<file path="src/rtl/adc_stream_capture.sv">
// adc_stream_capture: ADC capture with format conversion, decimation, show-ahead FIFO and status
// Optional ADC_CAPTURE_OR_CLAMP_EN: over-range samples are clamped to full scale of their sign.
module adc_stream_capture #(
  parameter int CHANNELS   = 2,
  parameter int ADC_WIDTH  = 14,
  parameter int OUT_WIDTH  = 16,
  parameter int FIFO_DEPTH = 16
) (
  input  logic                            clk,
  input  logic                            reset_n,
  input  logic [CHANNELS*ADC_WIDTH-1:0]   adc_data,
  input  logic [CHANNELS-1:0]             adc_or,
  input  logic                            cfg_enable,
  input  logic                            cfg_offset_bin,
  input  logic [7:0]                      cfg_decim,
  input  logic                            clr_status,
  output logic [CHANNELS*OUT_WIDTH-1:0]   out_data,
  output logic                            out_valid,
  input  logic                            out_ready,
  output logic                            status_overflow,
  output logic [15:0]                     status_or_count
);
  localparam int AW = $clog2(FIFO_DEPTH);
  localparam int DW = CHANNELS*OUT_WIDTH;
  logic [CHANNELS*ADC_WIDTH-1:0] s1_data_q;
  logic [CHANNELS-1:0]           s1_or_q;
  logic [CHANNELS-1:0][ADC_WIDTH-1:0] raw;
  logic [DW-1:0]                 conv_d, s2_data_q, hold_q;
  logic [7:0]                    cnt_q, cnt_d;
  logic [DW-1:0]                 mem [FIFO_DEPTH];
  logic [AW-1:0]                 wr_ptr_q, rd_ptr_q;
  logic [AW:0]                   level_q;
  logic                          ovf_q, keep, full, wr, rd;
  logic [15:0]                   orc_q;
  always_comb begin
    conv_d = '0;
    raw = '0;
    for (int c = 0; c < CHANNELS; c++) begin
      raw[c] = s1_data_q[c*ADC_WIDTH +: ADC_WIDTH] ^ {cfg_offset_bin, {(ADC_WIDTH-1){1'b0}}};
`ifdef ADC_CAPTURE_OR_CLAMP_EN
      if (s1_or_q[c])
        raw[c] = raw[c][ADC_WIDTH-1] ? {1'b1, {(ADC_WIDTH-1){1'b0}}} : {1'b0, {(ADC_WIDTH-1){1'b1}}};
`else
`endif
      conv_d[c*OUT_WIDTH +: OUT_WIDTH] = OUT_WIDTH'($signed(raw[c]));
    end
  end
  // full is taken before any same-cycle pop, so a pop never makes room for the write
  assign keep      = cfg_enable && cnt_q == 8'd0;
  assign cnt_d     = !cfg_enable ? 8'd0 : (cnt_q >= cfg_decim ? 8'd0 : cnt_q + 8'd1);
  assign full      = level_q == (AW+1)'(FIFO_DEPTH);
  assign wr        = keep && !full;
  assign out_valid = level_q != '0;
  assign rd        = out_valid && out_ready;
  assign out_data  = out_valid ? mem[rd_ptr_q] : hold_q;
  assign status_overflow = ovf_q;
  assign status_or_count = orc_q;
  always_ff @(posedge clk)
    if (wr) mem[wr_ptr_q] <= s2_data_q;
  always_ff @(posedge clk or negedge reset_n) begin
    if (!reset_n) begin
      s1_data_q <= '0;
      s1_or_q   <= '0;
      s2_data_q <= '0;
      cnt_q     <= '0;
      wr_ptr_q  <= '0;
      rd_ptr_q  <= '0;
      level_q   <= '0;
      hold_q    <= '0;
      ovf_q     <= 1'b0;
      orc_q     <= '0;
    end else begin
      s1_data_q <= adc_data;
      s1_or_q   <= adc_or;
      s2_data_q <= conv_d;
      cnt_q     <= cnt_d;
      if (wr) wr_ptr_q <= wr_ptr_q + AW'(1);
      if (rd) rd_ptr_q <= rd_ptr_q + AW'(1);
      if (rd) hold_q <= mem[rd_ptr_q];
      level_q   <= level_q + (AW+1)'(wr) - (AW+1)'(rd);
      ovf_q     <= clr_status ? 1'b0 : (ovf_q || (keep && full));
      orc_q     <= clr_status ? 16'd0 :
                   (cfg_enable && |s1_or_q && orc_q != 16'hFFFF) ? orc_q + 16'd1 : orc_q;
    end
  end
endmodule

</file>
<file path="config.mk">
export PLATFORM = sky130hd
export DESIGN_NAME = adc_stream_capture
export DESIGN_NICKNAME = d
export VERILOG_FILES = /design/src/rtl/adc_stream_capture.sv
export SDC_FILE = /design/constraint.sdc
export NUM_CORES = 1
export LEC_CHECK = 0
export ABC_AREA = 1
export CORE_MARGIN = 4
export CORE_UTILIZATION = 44
export CTS_BUF_LIST = sky130_fd_sc_hd__clkbuf_8
export DETAILED_ROUTE_END_ITERATION = 16
export GPL_ROUTABILITY_DRIVEN = 0
export MAX_ROUTING_LAYER = met4
export PLACE_DENSITY = 0.61
export SLEW_MARGIN = 30
export SYNTH_ARGS = -nofsm -noshare
export SYNTH_HDL_FRONTEND = slang
export SYNTH_SLANG_ARGS = --single-unit
</file>
<file path="constraint.sdc">
create_clock -name clk -period 4.4 [get_ports clk]
set_clock_uncertainty 0.05 [all_clocks]
set_input_delay 0.88 -clock clk [delete_from_list [all_inputs] [get_ports clk]]
set_output_delay 0.88 -clock clk [all_outputs]
set_load 0.03 [all_outputs]
</file>
==> Implementation_results.wiki <==
{| class="wikitable"
! Metric !! Value
|-
| Outcome || finished clean
|-
| Relative slew slack || 40.2%
|-
| Drt pass-1 iters || 6
|-
| Grt total ovfl || 0
|-
| Buffer count from post-CTS setup fixing || 0
|-
| Total number of placement rows || 86
|-
| Area of the core || 55100 um2
|-
| Wire length per cell || 17.7 um
|-
| CTS clk-pin slew, worst paths || around 0.060 ns
|-
| Highest-count cells in the layout ignoring fill and taps || sky130_fd_sc_hd__nand2_1 (836), sky130_fd_sc_hd__edfxtp_1 (448), sky130_fd_sc_hd__inv_1 (419)
|-
| Worst voltage drop across the vdd grid || 557 uV
|-
| Via count of the first global-routing pass || between 15k and 20k
|-
| Final-stage net count || ~2.6k
|-
| Detailed Route WL || approximately 59000 um
|-
| Unique masters post-synth || 30
|-
| Share of post-route cells with drive strength above 1 || under 10%
|-
| Average cell area after synthesis || 10.2 um2
|-
| Routed Antenna Nets || 0
|-
| Max-cap violation count || 0
|-
| Nature of the critical path startpoint || register
|-
| Maximum achievable frequency || 243 MHz
|-
| Final worst hold slack || between 0.15 and 0.2 ns
|-
| Classification of the worst setup path || reg2out
|-
| GRT Util Overall || between 20% and 30%
|-
| Final Setup Violations || 0
|-
| Most common cell after layout, fill and taps aside || sky130_fd_sc_hd__nand2_1
|-
| Least-Margin Pin Slew || 0.898 ns
|-
| Pin count of the biggest net entering global routing || 131
|-
| Count of mapped cells out of synthesis || roughly 2.4k
|-
| Remaining DRCs || 0
|-
| Number of top-level design ports || 94
|-
| Final Util || 51.3%
|-
| Critical path required time || between 3 and 4 ns
|-
| Drt first-iter violations || 1460
|-
| Total Negative Setup Slacks || 0 ns
|-
| Die Y-Extent || 244 um
|-
| Clock latency at the later pin of the worst-skew pair || 0.66 ns
|-
| Total clock sinks || 572
|-
| Number of synthesized register bits || 572
|-
| Via count of the routed design || 16.5k
|-
| Detail Placement HPWL || 33900 um
|-
| Initial Utilization || 44.4%
|-
| Antenna diode count || 0
|-
| P per Cell Area || ~630 nW/um2
|-
| Fin crit share || 93.7%
|-
| Total of warnings raised by yosys || 0
|-
| Initial antenna violation count || 0
|-
| Level count of the clock H-tree || 3
|-
| Count of input and output buffers || 93
|-
| CTS buffer count || 95
|-
| Area Growth Syn to Fin || 15.3%
|-
| Chip width || 244 um
|-
| Count of final hold-check violations || 0
|-
| Final Critical Period || 4.12 ns
|-
| Net count after synthesis || roughly 2.5k
|-
| Overall power after layout || 17.7 mW
|-
| Root buffer cell || sky130_fd_sc_hd__clkbuf_8
|-
| Critical path capture point type || output pin
|-
| Arrival @ worst endpoint || 3.19 ns
|-
| Mean number of vias per cell || approximately 4.9
|-
| Static leakage || 12.5 nW
|-
| Sequential-to-total area share from yosys stat || 67.6%
|-
| Global-route wire length before repair || 92600 um
|-
| Class of the worst hold path || in2async
|-
| Setup repair after global routing missed its margin || no
|-
| Clock tree from TritonCTS || built
|-
| Bufs on Longest Clock Path || 3
|-
| CP max FO || 130
|-
| Total die area || about 59000 um2
|-
| Cell area after synthesis || between 20000 and 25000 um2
|-
| Max Transition Viols Final || 0
|}
## per-stage QoR
stage	setup WS [ns]	area (um2)	std cells
2_1_floorplan	1.21	24500	2398
3_3_place_gp	0.832	26400	3178
3_5_place_dp	0.844	26400	3178
4_1_cts	0.104	28200	3354
5_1_grt	0.102	28200	3354
6_report	0.277	28200	3354
## registers in the layout, indices dropped and copies added (netlist names)
register,cells
cnt_q,8
level_q,5
s2_data_q,28
s1_or_q,2
wr_ptr_q,4
hold_q,28
s1_data_q,28
mem,448
status_overflow,1
rd_ptr_q,4
status_or_count,16
## layer usage
metal	routed length, um	global-route usage (%)	up-vias
met5	0	-	-
met2	27700	32.1	540
li1	-	-	7931
met4	1420	6.78	0
met1	26300	27.7	7897
met3	3850	3.29	104
## repair_timing
item                                    4_1_cts  5_1_grt
endpoints found under the setup margin        0        3
hold buffers                                  0        0
hold endpoints to repair                      0        0
resized for setup                             0        1
## worst paths after layout
path,from,to,slack (ns),depth (start not counted)
max reg2reg,level_q[3]$_DFF_PN0_,level_q[4]$_DFF_PN0_,1.34,14
max,rd_ptr_q[0]$_DFFE_PN0P_,out_data[15],0.28,10
max in group asynchronous,reset_n,s2_data_q[19]$_DFF_PN0_,3.22,2
min in group clk,s1_data_q[20]$_DFF_PN0_,s2_data_q[22]$_DFF_PN0_,0.29,0
min reg2reg,s1_data_q[20]$_DFF_PN0_,s2_data_q[22]$_DFF_PN0_,0.29,0
min,reset_n,s1_data_q[7]$_DFF_PN0_,0.19,1
## layout make-up
| type | instances | area (um2) |
|---|---|---|
| Clock buffer | 112 | 1540 |
| Clock inverter | 64 | 315 |
| Fill cell | 4992 | 26900 |
| Inverter | 389 | 1470 |
| Multi-Input combinational cell | 1327 | 5950 |
| Sequential cell | 572 | 16600 |
| Tap cell | 748 | 936 |
| Timing Repair Buffer | 142 | 1460 |
## where the power goes
group          total [mW]  switching (mW)  internal, mW
registers            6.54           0.248          6.29
clock network        4.49            2.07          2.42
logic                6.67            4.48          2.19
total                17.7            6.80          10.9
## cells in the mapped netlist
cell                       number  area, um2
sky130_fd_sc_hd__o21a_1         1       7.51
sky130_fd_sc_hd__o21ai_2        1       8.76
sky130_fd_sc_hd__fa_1           1       20.0
sky130_fd_sc_hd__nand3_1      354       1770
sky130_fd_sc_hd__nand2_1      836       3140
sky130_fd_sc_hd__buf_6         13        146
sky130_fd_sc_hd__dfrtp_1      124       3100
sky130_fd_sc_hd__inv_2          3       11.3
sky130_fd_sc_hd__buf_1          7       26.3
sky130_fd_sc_hd__or2_2          1       6.26
sky130_fd_sc_hd__buf_4         16        120
sky130_fd_sc_hd__clkbuf_1      25       93.8
sky130_fd_sc_hd__inv_1        384       1440
sky130_fd_sc_hd__a21oi_1        6       30.0
sky130_fd_sc_hd__a31oi_1        1       6.26
sky130_fd_sc_hd__xor2_1        20        175
sky130_fd_sc_hd__nand4_1       13       81.3
sky130_fd_sc_hd__nor3b_1        1       7.51
sky130_fd_sc_hd__ha_1          22        275
sky130_fd_sc_hd__nand2_2        2       12.5
sky130_fd_sc_hd__edfxtp_1     448      13500
sky130_fd_sc_hd__clkinv_1       1       3.75
sky130_fd_sc_hd__inv_4          1       6.26
sky130_fd_sc_hd__xnor2_1        2       17.5
sky130_fd_sc_hd__o21bai_1       2       15.0
sky130_fd_sc_hd__nor3_1         2       10.0
sky130_fd_sc_hd__buf_2         49        245
sky130_fd_sc_hd__and2_1         1       6.26
sky130_fd_sc_hd__nor2_1        52        195
sky130_fd_sc_hd__o21ai_0        9       45.0
## cells by family after synthesis
family                   Yosys count  share of synthesized area, %
XOR/XNOR                          22                         0.787
AND/OR/NAND/NOR                 1262                          21.4
buffers and inverters            499                          8.56
AO/OA/AOI/OAI                     20                         0.460
adder cells (fa/ha/maj)           23                          1.21
flip-flops                       572                          67.6
## critical path, stage by stage (launching register included)
cell,delay [ns]
sky130_fd_sc_hd__dfrtp_4,0.45
sky130_fd_sc_hd__buf_12,0.48
sky130_fd_sc_hd__buf_4,0.47
sky130_fd_sc_hd__nand2_1,0.10
sky130_fd_sc_hd__nand3_1,0.10
sky130_fd_sc_hd__nand3_1,0.19
sky130_fd_sc_hd__nand3_1,0.22
sky130_fd_sc_hd__nand2_1,0.12
sky130_fd_sc_hd__nand2_1,0.08
sky130_fd_sc_hd__nand2_1,0.08
sky130_fd_sc_hd__buf_4,0.18
No activity file was read; power rests on OpenSTA's default activity.
